**config.mk**
```make
export PLATFORM = sky130hd
export DESIGN_NAME = mux_rr_scheduler
export DESIGN_NICKNAME = d
export VERILOG_FILES = /design/src/rtl/mux_sched_pkg.sv /design/src/rtl/mux_16x1.sv /design/src/rtl/mux_rr_scheduler.sv
export SDC_FILE = /design/constraint.sdc
export NUM_CORES = 1
export LEC_CHECK = 0
export BUFFER_PORTS_ARGS = -buffer_cell sky130_fd_sc_hd__buf_2
export CAP_MARGIN = 20
export CORE_MARGIN = 2
export CORE_UTILIZATION = 62
export DETAILED_ROUTE_END_ITERATION = 10
export PLACE_DENSITY = 0.83
export SETUP_SLACK_MARGIN = 0.05
export SLEW_MARGIN = 20
export SYNTH_ARGS = -nofsm -noshare
export SYNTH_HDL_FRONTEND = slang
export SYNTH_SLANG_ARGS = --single-unit
```
**constraint.sdc**
```tcl
create_clock -name clk -period 4.9 [get_ports clk]
set_input_delay 0.245 -clock clk [delete_from_list [all_inputs] [get_ports clk]]
set_output_delay 0.245 -clock clk [all_outputs]
set_load 0.01 [all_outputs]
```
**src/rtl/mux_sched_pkg.sv**
```systemverilog
// Shared constants, FSM states and round-robin pick helper
// for the 16-requester bit-select scheduler.
package mux_sched_pkg;

  localparam int NUM_REQ   = 16;
  localparam int SEL_WIDTH = 4;

  typedef enum logic [1:0] {
    IDLE = 2'd0,
    SEL  = 2'd1,
    OUT  = 2'd2
  } state_e;

  // First set request scanning ptr, ptr+1, ... with natural 4-bit wrap.
  function automatic logic [SEL_WIDTH-1:0] rr_pick(
    input logic [NUM_REQ-1:0]   req,
    input logic [SEL_WIDTH-1:0] ptr
  );
    logic [SEL_WIDTH-1:0] idx;
    logic                 found;
    rr_pick = ptr;
    found   = 1'b0;
    for (int i = 0; i < NUM_REQ; i++) begin
      idx = ptr + SEL_WIDTH'(i);
      if (!found && req[idx]) begin
        rr_pick = idx;
        found   = 1'b1;
      end
    end
  endfunction

endpackage

```
**src/rtl/mux_16x1.sv**
```systemverilog
// Shared bit-select datapath: y = a_in[sel].
// Purely combinational; the scheduler registers its output.
module mux_16x1 #(
  parameter int DATA_WIDTH = 16,
  parameter int SEL_WIDTH  = 4
) (
  input  logic [DATA_WIDTH-1:0] a_in,
  input  logic [SEL_WIDTH-1:0]  sel,
  output logic                  y
);

  assign y = a_in[sel];

endmodule

```
**src/rtl/mux_rr_scheduler.sv**
```systemverilog
// Round-robin scheduler sharing one 16:1 bit mux among 16
// requesters; result leaves on a valid/ready stream.
module mux_rr_scheduler
  import mux_sched_pkg::*;
(
  input  logic                 clk,
  input  logic                 rst_n,
  input  logic [NUM_REQ-1:0]   req,
  input  logic [NUM_REQ-1:0]   a_in,
  input  logic                 out_ready,
  output logic [NUM_REQ-1:0]   grant,
  output logic [SEL_WIDTH-1:0] sel,
  output logic                 out_valid,
  output logic                 out_bit,
  output logic [SEL_WIDTH-1:0] out_idx,
  output logic                 busy
);

  state_e               state_q, state_d;
  logic [SEL_WIDTH-1:0] ptr_q, ptr_d;
  logic [SEL_WIDTH-1:0] sel_q, sel_d;
  logic [NUM_REQ-1:0]   grant_q, grant_d;
  logic                 valid_q, valid_d;
  logic                 bit_q, bit_d;
  logic [SEL_WIDTH-1:0] idx_q, idx_d;
  logic                 busy_q;
  logic [SEL_WIDTH-1:0] nxt_ptr;
  logic [SEL_WIDTH-1:0] win;
  logic                 mux_y;

  mux_16x1 #(
    .DATA_WIDTH (NUM_REQ),
    .SEL_WIDTH  (SEL_WIDTH)
  ) u_mux (
    .a_in (a_in),
    .sel  (sel_q),
    .y    (mux_y)
  );

  // After a handshake the scan restarts just past the served index.
  assign nxt_ptr = sel_q + 4'd1;

  always_comb begin
    state_d = state_q;
    ptr_d   = ptr_q;
    sel_d   = sel_q;
    grant_d = grant_q;
    valid_d = valid_q;
    bit_d   = bit_q;
    idx_d   = idx_q;
    win     = '0;
    unique case (1'b1)
      (state_q == IDLE): begin
        if (|req) begin
          win          = rr_pick(req, ptr_q);
          sel_d        = win;
          grant_d      = '0;
          grant_d[win] = 1'b1;
          state_d      = SEL;
        end
      end
      (state_q == SEL): begin
        bit_d   = mux_y;
        idx_d   = sel_q;
        valid_d = 1'b1;
        state_d = OUT;
      end
      (state_q == OUT): begin
        if (valid_q && out_ready) begin
          ptr_d   = nxt_ptr;
          valid_d = 1'b0;
          grant_d = '0;
          if (|req) begin
            win          = rr_pick(req, nxt_ptr);
            sel_d        = win;
            grant_d[win] = 1'b1;
            state_d      = SEL;
          end else begin
            state_d = IDLE;
          end
        end
      end
      default: begin
        state_d = IDLE;
        grant_d = '0;
        valid_d = 1'b0;
      end
    endcase
  end

  always_ff @(posedge clk or negedge rst_n) begin
    if (!rst_n) begin
      state_q <= IDLE;
      ptr_q   <= '0;
      sel_q   <= '0;
      grant_q <= '0;
      valid_q <= 1'b0;
      bit_q   <= 1'b0;
      idx_q   <= '0;
      busy_q  <= 1'b0;
    end else begin
      state_q <= state_d;
      ptr_q   <= ptr_d;
      sel_q   <= sel_d;
      grant_q <= grant_d;
      valid_q <= valid_d;
      bit_q   <= bit_d;
      idx_q   <= idx_d;
      busy_q  <= (state_d != IDLE);
    end
  end

  assign grant     = grant_q;
  assign sel       = sel_q;
  assign out_valid = valid_q;
  assign out_bit   = bit_q;
  assign out_idx   = idx_q;
  assign busy      = busy_q;

endmodule

```
# After elaboration in Yosys (flattened, before gate mapping)

Cells that the tools add are included.

Bits in registers: 33
Word-level logic and storage cells: 378
Input bits: 35
Output and inout bits: 27

Eq/ne operators: 5
Reduce and logical (&&, ||, !) cells: 71
Order comparisons: 37
Bitwise operators: 2
Multiplexer cells: 224
Add/sub/neg operators: 31

Operators with widths:

| kind                                                                     | count |
|---|---|
| 4-bit by 5-bit < comparator with 1-bit output (second input constant)    | 35 |
| 4-bit two-way mux                                                        | 38 |
| 1-bit two-way mux                                                        | 142 |
| 1-bit binary-select mux with 4-bit select                                | 33 |
| 4-bit adder (second input constant)                                      | 16 |
| 16-bit two-way mux                                                       | 3 |
| 16-bit case mux with 3 select lines                                      | 1 |
| 1-bit logical AND                                                        | 33 |
| 4-bit by 3-bit adder with 4-bit output (second input constant)           | 8 |
| 1-bit logical NOT                                                        | 30 |
| 4-bit by 2-bit adder with 4-bit output (second input constant)           | 4 |
| 16-bit OR reduction                                                      | 1 |
| 4-bit by 1-bit adder with 4-bit output (second input constant)           | 3 |
| 1-bit demux with 4-bit select                                            | 2 |
| 4-bit by 1-bit >= comparator with 1-bit output (second input constant)   | 2 |
| 4-bit case mux with 2 select lines                                       | 1 |
| 2-bit by 1-bit inequality test with 1-bit output (second input constant) | 3 |
| 2-bit case mux with 3 select lines                                       | 1 |
| 2-bit two-way mux                                                        | 2 |
| 2-bit AND reduction                                                      | 2 |
| 4-bit AND reduction                                                      | 1 |
| 2-bit nonzero test                                                       | 2 |
| 1-bit case mux with 3 select lines                                       | 1 |
| 3-bit AND reduction                                                      | 1 |
| other kinds (4)                                                          | 5 |

# Depth between registers and ports, before layout

Gate-level depths: netlist (run 1).

Depth in word-level cells: 104
Mapped depth: 19

# Modules after synthesis

Synthesis (run 1) repeated with hierarchy kept, for this count alone.

Cells, all modules: 723
Area total of the unflattened synthesis: 6496.2 um2

Modules (own cells, without submodules):

| module           | times used | cells each | area an instance (um2) | seq. area each (um2) |
|---|---|---|---|---|
| mux_rr_scheduler | 1          | 716        | 6361.1                 | 825.8 |
| mux_16x1         | 1          | 7          | 135.1                  | 0.0 |

# Worst setup path before layout (run 1)

Ideal clock, no wire load.

Kind: register to register
Start point: register ptr_q[1]
End point: register grant_q[4] (netlist: grant[4])
Data required time: 4.805 ns
Setup time: 0.095 ns
Arrival: 4.450 ns
Cell stages (with the launch flop): 19
Slack: 0.355 ns
Cell sequence: dfrtp_1 -> clkbuf_1 -> buf_2 -> inv_1 -> ha_1 -> buf_2 -> clkbuf_1 -> mux4_2 -> mux4_2 -> buf_2 -> nor4_2 -> and3_1 -> buf_2 -> o311a_1 -> a311o_1 -> o211ai_2 -> or3_1 -> a2bb2oi_1 -> o31ai_1

Word-level cells in the longest chain between the ends: 86
Elaborated cells between the ends (all ways): 146
Classes of those cells: add/sub: 15; order compare: 2; mux: 98; reduce/logical: 31

Ends and longest elaborated chain:

| element                                                                                                                                      | line                    | RTL |
|---|---|---|
| start: declaration                                                                                                                           | mux_rr_scheduler.sv:20  | `logic [SEL_WIDTH-1:0] ptr_q, ptr_d;` |
| start signal: assignment                                                                                                                     | mux_rr_scheduler.sv:103 | `ptr_q <= ptr_d;` |
| branches (longest 77 deep; another with 4-bit by 1-bit adder with 4-bit output)                                                              | -                       |  |
| 4-bit two-way mux *                                                                                                                          | mux_sched_pkg.sv:25     | `if (!found && req[idx]) begin` |
| 4-bit two-way mux *                                                                                                                          | mux_rr_scheduler.sv:54  | `if (\|req) begin` |
| 4-bit two-way mux *                                                                                                                          | mux_rr_scheduler.sv:52  | `unique case (1'b1)` |
| 4-bit by 5-bit < comparator with 1-bit output (not written as such) / 4-bit by 1-bit >= comparator with 1-bit output (equally long branches) | mux_rr_scheduler.sv:58  | `grant_d[win] = 1'b1;` |
| 1-bit logical AND (not written as such)                                                                                                      | mux_rr_scheduler.sv:58  |  |
| 1-bit two-way mux (not written as such)                                                                                                      | mux_rr_scheduler.sv:58  |  |
| 1-bit demux with 4-bit select *                                                                                                              | mux_rr_scheduler.sv:58  |  |
| 16-bit two-way mux *                                                                                                                         | mux_rr_scheduler.sv:54  |  |
| 16-bit case mux with 3 select lines *                                                                                                        | mux_rr_scheduler.sv:52  |  |
| end signal: assignment                                                                                                                       | mux_rr_scheduler.sv:105 | `grant_q <= grant_d;` |
| end: declaration                                                                                                                             | mux_rr_scheduler.sv:22  | `logic [NUM_REQ-1:0] grant_q, grant_d;` |

Mark *: on every way between the ends. The select of a mux whose other input is x is not followed.
A chain may end at the register's enable or synchronous reset.

# Worst setup path in the final report (run 1)

Start point: register sel_q[1] (netlist: sel[1])
End point: register grant_q[5] (netlist: grant[5])

Word-level cells in the longest chain between the ends: 104
Elaborated cells between the ends (all ways): 164
Classes of those cells: add/sub: 16; order compare: 2; mux: 115; reduce/logical: 31

Ends and longest elaborated chain:

| element                                                                                                                                      | line                    | RTL |
|---|---|---|
| start: declaration                                                                                                                           | mux_rr_scheduler.sv:21  | `logic [SEL_WIDTH-1:0] sel_q, sel_d;` |
| start signal: assignment                                                                                                                     | mux_rr_scheduler.sv:104 | `sel_q <= sel_d;` |
| 4-bit by 1-bit adder with 4-bit output *                                                                                                     | mux_rr_scheduler.sv:41  | `assign nxt_ptr = sel_q + 4'd1;` |
| 1-bit binary-select mux with 4-bit select                                                                                                    | mux_sched_pkg.sv:25     |  |
| 1-bit two-way mux (not written as such)                                                                                                      | mux_sched_pkg.sv:25     |  |
| 1-bit two-way mux                                                                                                                            | mux_sched_pkg.sv:25     |  |
| 1-bit two-way mux                                                                                                                            | mux_rr_scheduler.sv:73  | `if (\|req) begin` |
| 1-bit two-way mux                                                                                                                            | mux_rr_scheduler.sv:69  | `if (valid_q && out_ready) begin` |
| 1-bit two-way mux                                                                                                                            | mux_rr_scheduler.sv:52  |  |
| 1-bit logical NOT                                                                                                                            | mux_sched_pkg.sv:25     |  |
| [... 88 more ...]                                                                                                                            | -                       |  |
| 4-bit two-way mux *                                                                                                                          | mux_rr_scheduler.sv:52  |  |
| 4-bit by 5-bit < comparator with 1-bit output (not written as such) / 4-bit by 1-bit >= comparator with 1-bit output (equally long branches) | mux_rr_scheduler.sv:76  | `grant_d[win] = 1'b1;` |
| 1-bit logical AND (not written as such)                                                                                                      | mux_rr_scheduler.sv:76  |  |
| 1-bit two-way mux (not written as such)                                                                                                      | mux_rr_scheduler.sv:76  |  |
| 1-bit demux with 4-bit select *                                                                                                              | mux_rr_scheduler.sv:76  |  |
| 16-bit two-way mux *                                                                                                                         | mux_rr_scheduler.sv:73  |  |
| 16-bit two-way mux *                                                                                                                         | mux_rr_scheduler.sv:69  |  |
| 16-bit case mux with 3 select lines *                                                                                                        | mux_rr_scheduler.sv:52  |  |

Every way passes the cells marked *; elsewhere a longest branch is shown, timed or not. The select of a mux whose other input is x is not followed.

==> metrics.csv, run 1 <==
stage;metric;value;unit
layout;# nets final;822;
critical_path;worst endpoint required time;5.08;ns
yosys;Cells after Synth;735;
yosys;Syn. warnings;0;
yosys;main flop type after synthesis;dfrtp_1;
global_routing;vias in the first global route;6387;
yosys;Seq/Total Area, Yosys;0.1299;
drt;Initial DRT Pass Iterations;7;
yosys;synth cell count leaders;63 x nand2_1, 51 x nor2_1, 50 x a21oi_1, 47 x mux4_2, 46 x o21ai_0;
critical_path;critical path class;reg2reg;
layout;ANT cells;0;
drt;Starting DRT DRC Count;946;
drt;routed len/inst;23.14;um
yosys;leading post-synthesis cells by cell area;mux4_2 17%, dfrtp_1 13%, mux2i_1 7.1%;
timing;PnR worst setup slack;0.3119;ns
clocking;CTS Buf Count;5;
floorplanning;Die Ht;105.3;um
floorplanning;Floorplan Core Area;0.009864;mm^2
yosys;Mapped Avg Cell Area;8.651;um^2
timing;final setup fails;0;
placed_design;gpl congestion;1.041;
yosys;Synth Register Bits;33;
drt;vias per std cell;7.514;
yosys;synth unique cells;92;
clocking;deepest clock path buffer count;2;
drt;DRC violations left;0;
global_routing;largest net degree at the start of global routing;49;
clocking;Resize count post-CTS;0;
floorplanning;# rows;36;
yosys;syn_nets;779;
clocking;CTS root buf;clkbuf_8;
timing;RSZ-0062 raised after global routing;false;
floorplanning;IO Pins;62;
yosys;top-count cell post-synth;nand2_1;
drt;final antenna-violating net count;0;
placed_design;dpl ws;0.3996;ns
timing;relative slew slack;0.3048;
timing;Least-Margin Pin Slew;1.037;ns
yosys;Mapped Area;0.006359;mm^2
critical_path;Worst setup EP type;flip-flop;
timing;Final Critical Period;4.588;ns
hold_path;Hold Path Class;in2async;
timing;FMAX;218.0;MHz
clocking;Reg clk slew, reported paths;0.07;ns
clocking;CTS tree;built;
timing;Max Slew Vio Count;0;
critical_path;Worst EP arrival;4.77;ns
clocking;htree depth;2;
yosys;Synth top area share;0.1665;
clocking;clk_lat worst skew;0.29;ns
critical_path;Worst Setup Start Kind;flip-flop;
timing;Clock Skews;0.006652;ns
layout;fill count;784;
global_routing;total gr overflow;0;
run_status;status;finished clean;
placed_design;Port-buffer cells;61;
critical_path;Worst Reg-to-Reg Cells;13;
global_routing;Total GRT Usage;0.3806;
clocking;# hold bufs at CTS;0;
floorplanning;Die Span X;105.3;um
drt;Routed WL;21110;um
timing;Final Cycle Share;0.9363;
placed_design;DP HPWL;15980;um
timing;endpoints failing hold;0;
critical_path;worst-path fanout max;9;
global_routing;initial antenna violation count;0;
global_routing;global-route wire length before repair;34020;um
clocking;clock sinks;33;
yosys;number of flops mapped to enable cells by yosys;0;
timing;Fin Setup TNS;0;ns
layout;area growth from synthesis to layout;8.599;%
yosys;Async SR Flop Fraction;1.000;
layout;share of cells above drive strength 1;0.2644;
floorplanning;Die ar.;0.01108;mm^2
floorplanning;Initial Util;0.6446;
clocking;postcts setup bufs;0;
yosys;post-synth top area cell;mux4_2;
drt;Via Count;6853;
run;Max-cap violations;0;
-- critical path: stages, from the launching register on --
cell and delay [ns]:
dfrtp_1 0.54, ha_1 0.33, xor2_1 0.37, a21boi_0 0.24, a211oi_4 0.49, mux2i_2 0.48, nor3_1 0.11, buf_4 0.17
and2_1 0.21, a221oi_1 0.46, and3_1 0.36, xor2_1 0.27, nand2_1 0.16, o31ai_1 0.29
-- metrics by stage --
stage	cells	utilization	cell area (um^2)	hold slack, ns
CTS	912	0.6971	6877	0.03199
finish	912	0.7000	6905	0.01242
detailed placement	904	0.6853	6760	0.3391
floorplan	735	-	6359	-0.05059
global placement	904	0.6849	6756	0.3226
global route	912	0.7000	6905	0.06126
-- final cells by class --
cell class	instances	area, um^2	share of cell area
multi-input cells	631	5226	0.7568
clock buffers	7	86.33	0.01250
well taps	133	166.4	0.02410
flip-flops and latches	33	827.0	0.1198
clock inverters	1	30.03	0.004349
repair buffers	82	475.5	0.06885
inverters	25	93.84	0.01359
-- path summary, 6_finish.rpt --
| check | startpoint | endpoint | slack, ns |
|---|---|---|---|
| max | sel[1]$_DFFE_PN0P_ | grant[5]$_DFFE_PN0P_ | 0.31 |
| min | rst_n | sel[2]$_DFFE_PN0P_ | 0.01 |
| min in group clk | out_ready | out_valid$_DFFE_PN0P_ | 0.27 |
| min reg2reg | grant[6]$_DFFE_PN0P_ | grant[6]$_DFFE_PN0P_ | 0.50 |
| max in group asynchronous | rst_n | sel[0]$_DFFE_PN0P_ | 4.38 |
| max reg2reg | sel[1]$_DFFE_PN0P_ | grant[5]$_DFFE_PN0P_ | 0.31 |
-- layer usage --
metal | vias up | global-route usage | part of all wire
li1 | 3009 | - | -
met1 | 3263 | 0.5370 | 0.40
met2 | 521 | 0.5991 | 0.46
met3 | 60 | 0.05813 | 0.12
met4 | 0 | 0.1276 | 0.027
met5 | - | 0 | 0
-- flip-flops by register name, indices dropped and copies added (netlist names) --
| signal | flops |
|---|---|
| ptr_q | 4 |
| grant | 16 |
| state_q | 2 |
| out_idx | 4 |
| out_valid | 1 |
| sel | 4 |
| out_bit | 1 |
| busy | 1 |
-- cells by family after synthesis --
| family | after synthesis | share of synthesized area |
|---|---|---|
| buf+inv | 71 | 0.05332 |
| xor+xnor | 19 | 0.03109 |
| flops | 33 | 0.1299 |
| simple gates | 231 | 0.1887 |
| fa+ha+maj | 9 | 0.01771 |
| compound gates | 243 | 0.2719 |
| mux | 129 | 0.3074 |
-- placed cells by master (no fill, tap or decap), types with 16 or more instances in the layout --
cell type,count
nand2_1,63
buf_2,61
nor2_1,51
a21oi_1,50
mux4_2,47
o21ai_0,45
mux2i_1,43
mux2_2,34
dfrtp_1,32
inv_1,22
nand3_1,21
buf_4,20
nand2b_1,16
Power of run 1 is left out: the tool's default activity adds up to more than one toggle a clock period on the data nets, which glitch-free logic cannot reach.
==> run 2: changes to the inputs <==
--- a/config.mk
+++ b/config.mk
@@ -7,6 +7,7 @@
 export LEC_CHECK = 0
 export BUFFER_PORTS_ARGS = -buffer_cell sky130_fd_sc_hd__buf_2
 export CAP_MARGIN = 20
+export CORE_ASPECT_RATIO = 0.7
 export CORE_MARGIN = 2
 export CORE_UTILIZATION = 62
 export DETAILED_ROUTE_END_ITERATION = 10
==> metrics.csv, run 2 (same netlist as run 1, synthesis figures left out) <==
stage;metric;value;unit;change
critical_path;worst endpoint required time;5.07;ns;was 5.08 ns
critical_path;FF-to-FF End;grant[9]$_DFFE_PN0P_;;was grant[5]$_DFFE_PN0P_
placed_design;DP HPWL;17920;um;was 15980 um
clocking;CTS Buf Count;5;;unchanged
critical_path;R2R setup slack;0.24;ns;was 0.31 ns
critical_path;Worst setup EP type;flip-flop;;unchanged
drt;Initial DRT Pass Iterations;6;;was 7
drt;Routed WL;23410;um;was 21110 um
critical_path;Worst Setup Start Kind;flip-flop;;unchanged
global_routing;largest net degree at the start of global routing;43;;was 49
layout;highest-count cells in the layout ignoring fill and taps;63 x nand2_1, 61 x buf_2, 51 x nor2_1;;unchanged
drt;vias per std cell;7.812;;was 7.514
critical_path;worst r2r src;sel[0]$_DFFE_PN0P_;;was sel[1]$_DFFE_PN0P_
clocking;clk_lat worst skew;0.28;ns;was 0.29 ns
layout;FF/Latch Area;827.0;um^2;unchanged
timing;RSZ-0062 raised after global routing;false;;unchanged
floorplanning;Die Span X;125.0;um;was 105.3 um
layout;Finished Layout Cells;919;;was 912
drt;final antenna-violating net count;0;;unchanged
clocking;CTS tree;built;;unchanged
clocking;postcts setup bufs;0;;unchanged
timing;Final Cycle Share;0.9501;;was 0.9363
hold_path;Hold Path Class;in2async;;unchanged
floorplanning;IO Pins;62;;unchanged
floorplanning;Die Ht;88.73;um;was 105.3 um
timing;Final Critical Period;4.656;ns;was 4.588 ns
layout;# nets final;834;;was 822
global_routing;total gr overflow;0;;unchanged
timing;Max Slew Vio Count;0;;unchanged
timing;endpoints failing hold;0;;unchanged
timing;Fin Setup TNS;0;ns;unchanged
layout;area growth from synthesis to layout;11.06;%;was 8.599%
drt;Starting DRT DRC Count;1200;;was 946
run_status;status;finished clean;;unchanged
placed_design;placed insts;911;;was 904
drt;DRC violations left;0;;unchanged
global_routing;Total GRT Usage;0.4149;;was 0.3806
critical_path;worst-path fanout max;29;;was 9
layout;fin util;0.7181;;was 0.7000
floorplanning;# rows;30;;was 36
layout;ANT cells;0;;unchanged
run;Max-cap violations;0;;unchanged
global_routing;vias in the first global route;6483;;was 6387
floorplanning;Initial Util;0.6466;;was 0.6446
drt;routed len/inst;25.47;um;was 23.14 um
timing;final setup fails;0;;unchanged
clocking;deepest clock path buffer count;2;;unchanged
timing;relative slew slack;0.3055;;was 0.3048
clocking;clock sinks;33;;unchanged
critical_path;Worst setup startpoint;sel[0]$_DFFE_PN0P_;;was sel[1]$_DFFE_PN0P_
critical_path;end of the critical path;grant[9]$_DFFE_PN0P_;;was grant[5]$_DFFE_PN0P_
global_routing;global-route wire length before repair;36250;um;was 34020 um
critical_path;Worst Reg-to-Reg Cells;13;;unchanged
layout;commonest non-fill, non-tap cell in the layout;nand2_1;;unchanged
layout;multi-input combinational cell area;0.005254;mm^2;was 0.005226 mm^2
timing;FMAX;214.8;MHz;was 218.0 MHz
placed_design;gpl congestion;1.112;;was 1.041
clocking;CTS root buf;clkbuf_16;;was clkbuf_8
placed_design;Port-buffer cells;61;;unchanged
timing;Least-Margin Pin Slew;1.029;ns;was 1.037 ns
layout;max reg flops;16;;unchanged
global_routing;initial antenna violation count;0;;unchanged
layout;fill count;766;;was 784
layout;share of cells above drive strength 1;0.2807;;was 0.2644
critical_path;Worst EP arrival;4.82;ns;was 4.77 ns
drt;Via Count;7179;;was 6853
floorplanning;Die ar.;0.01109;mm^2;was 0.01108 mm^2
clocking;htree depth;2;;unchanged
clocking;Reg clk slew, reported paths;0.05;ns;was 0.07 ns
critical_path;critical path class;reg2reg;;unchanged
floorplanning;Floorplan Core Area;0.009834;mm^2;was 0.009864 mm^2
timing;Clock Skews;0.004912;ns;was 0.006652 ns
-- run 2: cell count changes in the layout (fill, tap and decap cells not counted), sizes merged --
cell    previous run  this run
bufinv             1         0
clkinv             2         3
buf               82        94
-- run 2: worst min-delay path by stage --
| stage | to | slack [ns] | cells after the start |
|---|---|---|---|
| global route | grant[14]$_DFFE_PN0P_ | 0.11 | 1 |
| global placement | busy$_DFF_PN0_ | 0.32 | 1 |
| CTS | grant[2]$_DFFE_PN0P_ | 0.05 | 1 |
| floorplan | busy$_DFF_PN0_ | -0.05 | 0 |
| detailed placement | out_valid$_DFFE_PN0P_ | 0.33 | 1 |
| finish | out_valid$_DFFE_PN0P_ | 0.03 | 1 |
-- run 2: repair_timing --
item / CTS / global route
setup endpoints to repair: 0 / 16
hold buffers: 0 / 0
resized for setup: 0 / 11
-- run 2: worst max-delay path, cell delays in order (launching register included) --
cell	delay, ns
dfrtp_2	0.43
ha_1	0.45
buf_12	0.23
mux4_2	0.39
mux2i_4	0.27
or3b_1	0.39
and2_4	0.21
nor4_4	0.48
and3_2	0.33
a21oi_1	0.08
a222oi_1	0.38
a221o_1	0.29
nand4b_1	0.26
o31ai_1	0.34
-- run 2: area by class of cell --
| cell class | instances | area share |
|---|---|---|
| multi-input cells | 631 | 0.7440 |
| flip-flops and latches | 33 | 0.1171 |
| repair buffers | 94 | 0.08062 |
| well taps | 128 | 0.02268 |
| clock buffers | 7 | 0.02162 |
| inverters | 25 | 0.01329 |
| clock inverters | 1 | 0.0007087 |
-- run 2: stage by stage --
stage	worst slack, ns	hold WS, ns	cell area, um^2
2_1_floorplan	0.3548	-0.05059	6359
3_3_place_gp	0.2639	0.3189	6840
3_5_place_dp	0.2744	0.3336	6844
4_1_cts	0.1813	0.04837	7002
5_1_grt	0.05230	0.1057	7062
6_report	0.2444	0.02776	7062
-- run 2: layer usage --
metal  track usage  vias to the layer above  part of all wire
met1        0.6168                     3416              0.41
li1              -                     3043                 -
met4       0.06970                        2             0.022
met2        0.5736                      645              0.39
met3        0.1608                       73              0.18
met5       0.03782                        -            0.0025
Power of run 2 is left out for the same reason.
==> run 3: changes to the inputs <==
--- a/config.mk
+++ b/config.mk
@@ -7,11 +7,13 @@
 export LEC_CHECK = 0
 export BUFFER_PORTS_ARGS = -buffer_cell sky130_fd_sc_hd__buf_2
 export CAP_MARGIN = 20
+export CELL_PAD_IN_SITES_DETAIL_PLACEMENT = 0
+export CELL_PAD_IN_SITES_GLOBAL_PLACEMENT = 2
 export CORE_ASPECT_RATIO = 0.7
 export CORE_MARGIN = 2
-export CORE_UTILIZATION = 62
+export CORE_UTILIZATION = 38
 export DETAILED_ROUTE_END_ITERATION = 10
-export PLACE_DENSITY = 0.83
+export PLACE_DENSITY_LB_ADDON = 0.1
 export SETUP_SLACK_MARGIN = 0.05
 export SLEW_MARGIN = 20
 export SYNTH_ARGS = -nofsm -noshare
==> metrics.csv, run 3 (same netlist as run 1, synthesis figures left out) <==
stage;metric;value;unit;change
global_routing;largest net degree at the start of global routing;62;;was 43
placed_design;gpl congestion;0.9842;;was 1.112
layout;ANT cells;0;;unchanged
timing;RSZ-0062 raised after global routing;false;;unchanged
critical_path;critical path class;reg2reg;;unchanged
drt;routed len/inst;23.18;um;was 25.47 um
clocking;CTS Buf Count;5;;unchanged
timing;Fin Setup TNS;0;ns;unchanged
critical_path;worst endpoint required time;5.08;ns;was 5.07 ns
critical_path;Worst setup EP type;flip-flop;;unchanged
run_status;status;finished clean;;unchanged
timing;Clock Skews;0.01527;ns;was 0.004912 ns
clocking;Reg clk slew, reported paths;0.07;ns;was 0.05 ns
global_routing;vias in the first global route;5901;;was 6483
global_routing;initial antenna violation count;0;;unchanged
critical_path;Worst Setup Start Kind;flip-flop;;unchanged
layout;share of cells above drive strength 1;0.2725;;was 0.2807
timing;Final Critical Period;4.639;ns;was 4.656 ns
drt;Initial DRT Pass Iterations;6;;unchanged
timing;final setup fails;0;;unchanged
drt;Via Count;6756;;was 7179
timing;Max Slew Vio Count;0;;unchanged
placed_design;post-place instance area;0.006939;mm^2;was 0.006844 mm^2
placed_design;Port-buffer cells;61;;unchanged
placed_design;DP HPWL;18540;um;was 17920 um
layout;max reg flops;16;;unchanged
clocking;clock sinks;33;;unchanged
clocking;CTS root buf;clkbuf_16;;unchanged
run;Max-cap violations;0;;unchanged
floorplanning;Initial Util;0.3890;;was 0.6466
timing;endpoints failing hold;0;;unchanged
drt;final antenna-violating net count;0;;unchanged
drt;vias per std cell;6.663;;was 7.812
drt;Routed WL;23500;um;was 23410 um
timing;FMAX;215.6;MHz;was 214.8 MHz
clocking;clk_lat worst skew;0.29;ns;was 0.28 ns
drt;DRC violations left;0;;unchanged
clocking;htree depth;2;;unchanged
floorplanning;IO Pins;62;;unchanged
floorplanning;# rows;39;;was 30
layout;# nets final;832;;was 834
clocking;CTS tree;built;;unchanged
global_routing;total gr overflow;0;;unchanged
critical_path;Worst EP arrival;4.82;ns;about the same
floorplanning;Floorplan Core Area;0.01635;mm^2;was 0.009834 mm^2
global_routing;Total GRT Usage;0.2600;;was 0.4149
layout;area growth from synthesis to layout;12.51;%;was 11.06%
timing;Least-Margin Pin Slew;0.9756;ns;was 1.029 ns
critical_path;worst-path fanout max;20;;was 29
timing;Final Cycle Share;0.9467;;was 0.9501
drt;Starting DRT DRC Count;828;;was 1200
layout;post-route design area;0.007154;mm^2;was 0.007062 mm^2
hold_path;Hold Path Class;in2async;;unchanged
floorplanning;Die ar.;0.01780;mm^2;was 0.01109 mm^2
layout;fill count;1650;;was 766
floorplanning;Die Ht;112.2;um;was 88.73 um
layout;commonest non-fill, non-tap cell in the layout;nand2_1;;unchanged
global_routing;global-route wire length before repair;35710;um;was 36250 um
floorplanning;Die Span X;158.6;um;was 125.0 um
layout;highest-count cells in the layout ignoring fill and taps;63 x nand2_1, 61 x buf_2, 51 x nor2_1;;unchanged
clocking;deepest clock path buffer count;2;;unchanged
clocking;# hold bufs at CTS;0;;unchanged
timing;relative slew slack;0.3427;;was 0.3055
## run 3: critical path: stages, from the launching register on
cell and delay [ns]:
dfrtp_2 0.42, ha_1 0.34, buf_4 0.29, mux2_2 0.26, mux2i_1 0.12, o21ai_0 0.72
mux2i_1 0.39, and4_1 0.33, and4_1 0.28, a2bb2oi_1 0.31, and3_1 0.34, xor2_1 0.26
nand2_1 0.19, o31ai_1 0.29
## run 3: layout make-up
| class | count | area (um^2) | share of cell area |
|---|---|---|---|
| multi-input combinational | 631 | 5211 | 0.7284 |
| timing repair buffer | 92 | 550.5 | 0.07695 |
| clock inverter | 3 | 65.06 | 0.009094 |
| clock buffer | 5 | 125.1 | 0.01749 |
| tap | 225 | 281.5 | 0.03935 |
| sequential | 33 | 827.0 | 0.1156 |
| inverter | 25 | 93.84 | 0.01312 |
## run 3: final timing paths
path	startpoint	to	slack, ns	cells after the start
min in group clk	out_ready	out_valid$_DFFE_PN0P_	0.28	3
min reg2reg	out_idx[3]$_DFFE_PN0P_	out_idx[3]$_DFFE_PN0P_	0.49	2
max reg2reg	sel[0]$_DFFE_PN0P_	grant[5]$_DFFE_PN0P_	0.26	13
max in group asynchronous	rst_n	sel[0]$_DFFE_PN0P_	4.28	1
max	sel[0]$_DFFE_PN0P_	grant[5]$_DFFE_PN0P_	0.26	13
min	rst_n	grant[10]$_DFFE_PN0P_	0.04	1
## run 3: metal layers
metal / part of all wire / GRT usage / vias to the layer above
li1: - / - / 3032
met1: 0.49 / 0.4387 / 3290
met2: 0.38 / 0.3287 / 415
met3: 0.13 / 0.07336 / 19
met4: 0.0051 / 0.02102 / 0
met5: 0 / 0 / -
## run 3: what timing repair did
item / in CTS / in global routing
buffers inserted: 0 / 1
endpoints found under the setup margin: 0 / 9
gates resized for setup: 0 / 3
## run 3: through the flow
step | cells | utilization | setup slack (ns) | hold WS, ns
after global routing | 1014 | 0.4377 | 0.06454 | 0.1074
after detailed placement | 1005 | 0.4245 | 0.3382 | 0.3761
after floorplan | 735 | - | 0.3548 | -0.05059
after CTS | 1013 | 0.4361 | 0.3105 | 0.06607
after global placement | 1005 | 0.4245 | 0.2857 | 0.3575
final | 1014 | 0.4377 | 0.2610 | 0.04226
Power of run 3 is left out for the same reason.
